File: src/rtl/seq_detect_pkg.sv
// Shared types and the single-step "0101" Mealy detector used by seq_detect_scheduler.
// Overlapping matches: a completed "0101" leaves the detector in S2 ("01" seen).
package seq_detect_pkg;

  typedef enum logic [1:0] {
    S0 = 2'b00,
    S1 = 2'b01,
    S2 = 2'b10,
    S3 = 2'b11
  } seq_state_t;

  typedef struct packed {
    seq_state_t next_state;
    logic       match;
  } seq_step_t;

  function automatic seq_step_t seq_step(input seq_state_t state, input logic in_bit);
    seq_step_t r;
    r.match = 1'b0;
    case (state)
      S0:      r.next_state = in_bit ? S0 : S1;
      S1:      r.next_state = in_bit ? S2 : S1;
      S2:      r.next_state = in_bit ? S0 : S3;
      default: begin
        r.next_state = in_bit ? S2 : S1;
        r.match      = in_bit;
      end
    endcase
    return r;
  endfunction

endpackage

File: src/rtl/seq_detect_scheduler_rr_arbiter.sv
// Round-robin arbiter: one-hot grant searched from the pointer with wrap-around;
// the pointer advances past the granted channel and holds when nothing is requested.
module rr_arbiter #(
  parameter int  NUM_CH = 4,
  localparam int CH_W   = $clog2(NUM_CH)
) (
  input  logic              clk,
  input  logic              reset,
  input  logic [NUM_CH-1:0] req,
  output logic [NUM_CH-1:0] grant,
  output logic [CH_W-1:0]   grant_idx,
  output logic              grant_any
);

  logic [CH_W-1:0] ptr_reg;
  logic [CH_W-1:0] ptr_next;

  always_comb begin
    int idx;
    grant     = '0;
    grant_idx = '0;
    grant_any = 1'b0;
    idx       = 0;
    for (int off = 0; off < NUM_CH; off++) begin
      idx = int'(ptr_reg) + off;
      if (idx >= NUM_CH) idx = idx - NUM_CH;
      if (!grant_any && req[idx]) begin
        grant[idx] = 1'b1;
        grant_idx  = CH_W'(idx);
        grant_any  = 1'b1;
      end
    end
  end

  always_comb begin
    ptr_next = ptr_reg;
    if (grant_any) begin
      ptr_next = (grant_idx == CH_W'(NUM_CH - 1)) ? '0 : grant_idx + CH_W'(1);
    end
  end

  always_ff @(posedge clk or posedge reset) begin
    if (reset) ptr_reg <= '0;
    else       ptr_reg <= ptr_next;
  end

endmodule

File: src/rtl/seq_detect_scheduler.sv
// Time-shared "0101" detector over NUM_CH serial lanes with per-channel state file.
// Optional per-channel saturating match counters with readback: define SEQ_MATCH_COUNT_EN.
module seq_detect_scheduler
  import seq_detect_pkg::*;
#(
  parameter int  NUM_CH = 4,
  parameter int  MCNT_W = 8,
  localparam int CH_W   = $clog2(NUM_CH)
) (
  input  logic              clk,
  input  logic              reset,
  input  logic [NUM_CH-1:0] ch_valid,
  input  logic [NUM_CH-1:0] ch_bit,
  output logic [NUM_CH-1:0] ch_ready,
  input  logic [NUM_CH-1:0] ch_clear,
  output logic              match_valid,
  output logic [CH_W-1:0]   match_ch,
`ifdef SEQ_MATCH_COUNT_EN
  input  logic [CH_W-1:0]   cnt_sel,
  output logic [MCNT_W-1:0] cnt_val,
`endif
  output logic              busy
);

  logic [NUM_CH-1:0] req;
  logic [NUM_CH-1:0] grant;
  logic [CH_W-1:0]   grant_idx;
  logic              grant_any;
  seq_state_t        state_reg  [NUM_CH];
  seq_state_t        state_next [NUM_CH];
  logic [NUM_CH-1:0] active_next;
  seq_step_t         step;
  logic              hit;

  // Reset gates requests so no grant is offered while the state file is held.
  assign req = ch_valid & ~ch_clear & {NUM_CH{~reset}};

  rr_arbiter #(.NUM_CH(NUM_CH)) u_arb (
    .clk       (clk),
    .reset     (reset),
    .req       (req),
    .grant     (grant),
    .grant_idx (grant_idx),
    .grant_any (grant_any)
  );

  assign ch_ready = grant;
  assign step     = seq_step(state_reg[grant_idx], ch_bit[grant_idx]);
  assign hit      = grant_any & step.match;

  genvar gi;
  generate
    for (gi = 0; gi < NUM_CH; gi++) begin : g_ch
      // A cleared channel is never granted, so clear and step never collide.
      assign state_next[gi]  = ch_clear[gi] ? S0 :
                               (grant[gi] ? step.next_state : state_reg[gi]);
      assign active_next[gi] = (state_next[gi] != S0);
    end
  endgenerate

  always_ff @(posedge clk or posedge reset) begin
    if (reset) begin
      for (int i = 0; i < NUM_CH; i++) state_reg[i] <= S0;
      match_valid <= 1'b0;
      match_ch    <= '0;
      busy        <= 1'b0;
    end else begin
      for (int i = 0; i < NUM_CH; i++) state_reg[i] <= state_next[i];
      match_valid <= hit;
      if (hit) match_ch <= grant_idx;
      busy <= |active_next;
    end
  end

`ifdef SEQ_MATCH_COUNT_EN
  logic [MCNT_W-1:0] cnt_reg [NUM_CH];

  always_ff @(posedge clk or posedge reset) begin
    if (reset) begin
      for (int i = 0; i < NUM_CH; i++) cnt_reg[i] <= '0;
    end else begin
      for (int i = 0; i < NUM_CH; i++) begin
        if (ch_clear[i])
          cnt_reg[i] <= '0;
        else if (grant[i] && step.match && !(&cnt_reg[i]))
          cnt_reg[i] <= cnt_reg[i] + MCNT_W'(1);
      end
    end
  end

  // Select by compare so out-of-range selects read zero without indexing past the file.
  always_comb begin
    cnt_val = '0;
    for (int i = 0; i < NUM_CH; i++) begin
      if (int'(cnt_sel) == i) cnt_val = cnt_reg[i];
    end
  end
`endif

endmodule
File: config.mk
export PLATFORM = sky130hd
export DESIGN_NAME = seq_detect_scheduler
export DESIGN_NICKNAME = d
export VERILOG_FILES = /design/src/rtl/seq_detect_pkg.sv /design/src/rtl/seq_detect_scheduler_rr_arbiter.sv /design/src/rtl/seq_detect_scheduler.sv
export SDC_FILE = /design/constraint.sdc
export NUM_CORES = 1
export LEC_CHECK = 0
export BUFFER_PORTS_ARGS = -buffer_cell sky130_fd_sc_hd__buf_2
export CAP_MARGIN = 20
export CORE_MARGIN = 2
export CORE_UTILIZATION = 49
export CTS_CLUSTER_SIZE = 8
export DETAILED_ROUTE_END_ITERATION = 10
export PLACE_DENSITY = 0.75
export RECOVER_POWER = 100
export SYNTH_ARGS = -nofsm -noshare
export SYNTH_HDL_FRONTEND = slang
export SYNTH_HIERARCHICAL = 1
export SYNTH_SLANG_ARGS = --single-unit
File: constraint.sdc
create_clock -name clk -period 4.01 [get_ports clk]
set_clock_uncertainty 0.05 [all_clocks]
set_input_delay 0.401 -clock clk [delete_from_list [all_inputs] [get_ports clk]]
set_output_delay 0.401 -clock clk [all_outputs]
set_load 0.005 [all_outputs]
==> impl_table.tex <==
\begin{tabular}{lr}
\hline
Metric & Value \\
\hline
\multicolumn{2}{l}{\textbf{Outcome}} \\
Result of the run & finished, final reports clean \\
\multicolumn{2}{l}{\textbf{Clock network}} \\
Clock root buffer & sky130\_fd\_sc\_hd\_\_clkbuf\_4 \\
Total number of clock tree sinks & 14 \\
Insertion delay to the later sink of the worst-skew pair & 0.28 ns \\
CTS tree & built \\
Clock slew at the register clock pins of the worst setup and hold paths & 0.09 ns \\
CTS buffer count & 3 \\
Longest Clk Path Bufs & 2 \\
Htree depth & 1 \\
Buffers inserted by post-CTS timing repair & 0 \\
\multicolumn{2}{l}{\textbf{Setup path}} \\
Required arrival time at the worst endpoint & 4.18 ns \\
Endpoint of the lowest-slack register-to-register path & busy \\
CP Launch Point & u\_arb/ptr\_reg[0] \\
Highest fanout seen on the critical path & 8 \\
Ordered cell list for the critical path & inv\_1 -> ha\_1 -> mux4\_2 -> nor2b\_2 -> o21a\_1 -> a31o\_2 -> mux4\_2 -> or3b\_1 -> and2\_4 -> a211oi\_1 -> or4\_1 \\
Beginning of the worst register-to-register path & u\_arb/ptr\_reg[0] \\
Slack of the worst reg-to-reg path & 0.16 ns \\
Worst Path Buf+Inv & 1 \\
Critical Path Most Common Cell & sky130\_fd\_sc\_hd\_\_mux4\_2 \\
Worst stage delay on the critical path & 0.61 ns \\
CP top delay family & multiplexers \\
Cell count along the critical path & 11 \\
Cell at the slowest stage of the critical path & sky130\_fd\_sc\_hd\_\_mux4\_2 \\
Worst Setup End Kind & flip-flop \\
Crit Path Class & reg2reg \\
Arr. time, crit path & 4.02 ns \\
Crit start category & flip-flop \\
Length in cells of the worst reg-to-reg path & 11 \\
\multicolumn{2}{l}{\textbf{Power}} \\
Max IR drop VDD & 0.474 mV \\
Sum of internal, switching and leakage power & 0.929 mW \\
Power density over cell area & 673 nW/um\^{}2 \\
Switching portion of total power & 0.436 \\
Static Leak & 0.643 nW \\
Sequential power share & 0.241 \\
Int Pwr & 0.524 mW \\
Combinational share of power & 0.649 \\
Net load switching power & 0.405 mW \\
Part of the power in the clock network & 0.110 \\
\multicolumn{2}{l}{\textbf{Synthesis}} \\
Area fraction in and, or, nand and nor cells after synthesis & 0.235 \\
Net Count, Synth & 143 \\
Count of yosys warnings during synthesis & 6 \\
Number of distinct library cell variants in the gate-level netlist after synthesis & 37 \\
Share of synthesized flip-flops with an asynchronous set or reset & 1.00 \\
Post-synth top flop & sky130\_fd\_sc\_hd\_\_dfrtp\_1 \\
Post-synthesis adder-cell area fraction & 0.0948 \\
Number of enable-type register cells in the synthesized netlist & 0 \\
Area contributors post-synth & sky130\_fd\_sc\_hd\_\_dfrtp\_1 30\%, sky130\_fd\_sc\_hd\_\_ha\_1 9.5\%, sky130\_fd\_sc\_hd\_\_mux4\_1 6.6\% \\
Xor/xnor cell area share of the yosys netlist & 0 \\
Library cell with the largest summed area after synthesis & sky130\_fd\_sc\_hd\_\_dfrtp\_1 \\
Mean instance size in the synthesized netlist & 9.89 um\^{}2 \\
Proportion of netlist area held by the largest area contributor & 0.295 \\
Post-synth design cell area & 1190 um\^{}2 \\
Compound-Gate Fraction of Synth Area & 0.176 \\
Combinational family with the most area after synthesis & simple AND/OR/NAND/NOR gates \\
Number of standard cells after synthesis & 120 \\
Mux cell area share after synthesis & 0.150 \\
Sequential cell area fraction in the yosys report & 0.295 \\
Register bit count reported by yosys & 14 \\
\multicolumn{2}{l}{\textbf{Placement}} \\
Number of input and output port buffers inserted & 21 \\
Half-perimeter wire length after placement & 2120 um \\
GP Congestion & 0.886 \\
Setup Slack @ Placement & 0.150 ns \\
\multicolumn{2}{l}{\textbf{Detailed routing}} \\
Total iterations of the first detailed-routing run & 4 \\
Final wirelength & 2760 um \\
Detail-routed via count per cell & 5.93 \\
Count of nets left with antenna violations after detail routing & 0 \\
Vias after detailed routing & 1043 \\
DRC violations left & 0 \\
WL/cell & 15.7 um \\
First-iteration detailed-routing DRC count & 32 \\
\multicolumn{2}{l}{\textbf{STA}} \\
Portion of the clock cycle consumed by the worst path in the final layout & 0.961 \\
Timing-limited maximum frequency & 0.260 GHz \\
Count of final setup violators & 0 \\
Final Hold Slack & 0.125 ns \\
Max Slew Vio Count & 0 \\
Worst rel slew slack & 0.691 \\
Final hold violation count & 0 \\
Minimum clock period & 3.85 ns \\
RSZ-0062 raised after global routing & no \\
Actual transition at the worst max-transition pin & 0.463 ns \\
Final setup margin & 0.158 ns \\
Sum of negative setup slack & 0 ns \\
\multicolumn{2}{l}{\textbf{Floorplan}} \\
Horizontal die dimension & 53.2 um \\
Starting utilization of the core area & 0.527 \\
Core Rows & 17 \\
Ports placed on the boundary & 22 \\
Floorplan core area & 2250 um\^{}2 \\
Vertical extent of the die & 53.2 um \\
Area enclosed by the die boundary & 2830 um\^{}2 \\
\multicolumn{2}{l}{\textbf{Layout}} \\
Leading cell type in the layout, fill and taps excluded & sky130\_fd\_sc\_hd\_\_nand2\_1 \\
Number of nets at the end of the flow & 172 \\
Number of flip-flops under the largest register name & 8 \\
Ant diodes & 0 \\
Layout overhead on the synthesized area & 16.2\% \\
Storage cell area & 350 um\^{}2 \\
Area taken by multi-input logic gates & 778 um\^{}2 \\
Most frequent cells in the layout & 16 x sky130\_fd\_sc\_hd\_\_nand2\_1, 15 x sky130\_fd\_sc\_hd\_\_buf\_2, 14 x sky130\_fd\_sc\_hd\_\_dfrtp\_1, 12 x sky130\_fd\_sc\_hd\_\_nor2\_1, 9 x sky130\_fd\_sc\_hd\_\_ha\_1 \\
Fraction of final layout cells sized beyond drive strength 1 & 0.277 \\
Filler cell count & 206 \\
\multicolumn{2}{l}{\textbf{Global route}} \\
Pin count of the biggest net entering global routing & 17 \\
Remaining global-route overflow & 0 \\
Antenna violations before repair & 0 \\
Aggregate global-route resource usage & 0.225 \\
Wire length of the first global-routing pass & 4660 um \\
Via count of the first global-routing pass & 995 \\
\multicolumn{2}{l}{\textbf{Flow run}} \\
Max-capacitance violation count & 0 \\
\multicolumn{2}{l}{\textbf{Hold path}} \\
Worst Hold Class & in2async \\
\hline
\end{tabular}
worst max path at each step:
stage,end
global route,busy
floorplan,busy
CTS,busy
global placement,busy
detailed placement,busy
finish,busy
area by class of cell:
| type | count | share of cell area |
|---|---|---|
| Tap cell | 28 | 0.0254 |
| Timing Repair Buffer | 29 | 0.117 |
| Inverter | 5 | 0.0136 |
| Multi-Input combinational cell | 96 | 0.564 |
| Clock buffer | 4 | 0.0263 |
| Sequential cell | 14 | 0.254 |
through the flow:
stage                     utilization  area [um^2]  cells
final                           0.612         1380    176
after CTS                       0.615         1390    176
after global placement          0.594         1340    171
after detailed placement        0.594         1340    171
after global routing            0.612         1380    176
after floorplan                     -         1190    120
worst register-to-register path, cell delays in order (launching register included):
cell and delay, ns:
sky130_fd_sc_hd__dfrtp_1 0.36, sky130_fd_sc_hd__inv_1 0.11, sky130_fd_sc_hd__ha_1 0.45, sky130_fd_sc_hd__mux4_2 0.45
sky130_fd_sc_hd__nor2b_2 0.26, sky130_fd_sc_hd__o21a_1 0.17, sky130_fd_sc_hd__a31o_2 0.20, sky130_fd_sc_hd__mux4_2 0.61
sky130_fd_sc_hd__or3b_1 0.43, sky130_fd_sc_hd__and2_4 0.18, sky130_fd_sc_hd__a211oi_1 0.34, sky130_fd_sc_hd__or4_1 0.17
cells in the mapped netlist (2+ instances only):
master                      count
sky130_fd_sc_hd__nand2_1       16
sky130_fd_sc_hd__dfrtp_1       14
sky130_fd_sc_hd__nor2_1        12
sky130_fd_sc_hd__ha_1           9
sky130_fd_sc_hd__a211oi_1       7
sky130_fd_sc_hd__inv_1          5
sky130_fd_sc_hd__nor2b_2        5
sky130_fd_sc_hd__o2bb2ai_1      5
sky130_fd_sc_hd__a221oi_1       4
sky130_fd_sc_hd__nor3b_1        4
sky130_fd_sc_hd__a21oi_1        3
sky130_fd_sc_hd__mux4_1         3
sky130_fd_sc_hd__mux4_2         3
sky130_fd_sc_hd__nand3_1        3
sky130_fd_sc_hd__buf_2          2
sky130_fd_sc_hd__buf_6          2
sky130_fd_sc_hd__mux2i_1        2
sky130_fd_sc_hd__nand2b_1       2
routing by layer:
layer | wire length, um | share of wire | track usage | vias to the layer above
met1 | 1340 | 0.49 | 0.323 | 512
met5 | 0 | 0 | 0 | -
li1 | - | - | - | 508
met2 | 1290 | 0.47 | 0.340 | 21
met3 | 117 | 0.042 | 0.0537 | 2
met4 | 9 | 0.0033 | 0.0556 | 0
power groups by stage:
stage	Clock, mW	Combinational, mW	Sequential (mW)
3_3_place_gp	0	0.585	0.225
4_1_cts	0.103	0.604	0.223
5_1_grt	0.109	0.668	0.231
3_5_place_dp	0	0.595	0.226
6_report	0.102	0.603	0.224
2_1_floorplan	0	0.456	0.230
repair_timing:
action | in CTS | in global routing
hold buffers | 1 | 0
hold endpoints to repair | 2 | 0
resized for setup | 0 | 1
endpoints found under the setup margin | 0 | 1
cell families (layout without fill, tap and decap cells):
family,count (synthesis),count (layout)
buffers and inverters,10,38
flip-flops,14,14
AND/OR/NAND/NOR,51,51
AO/OA/AOI/OAI,27,27
adder cells (fa/ha/maj),9,9
multiplexers,9,9
(Power assumes the default switching activity.)
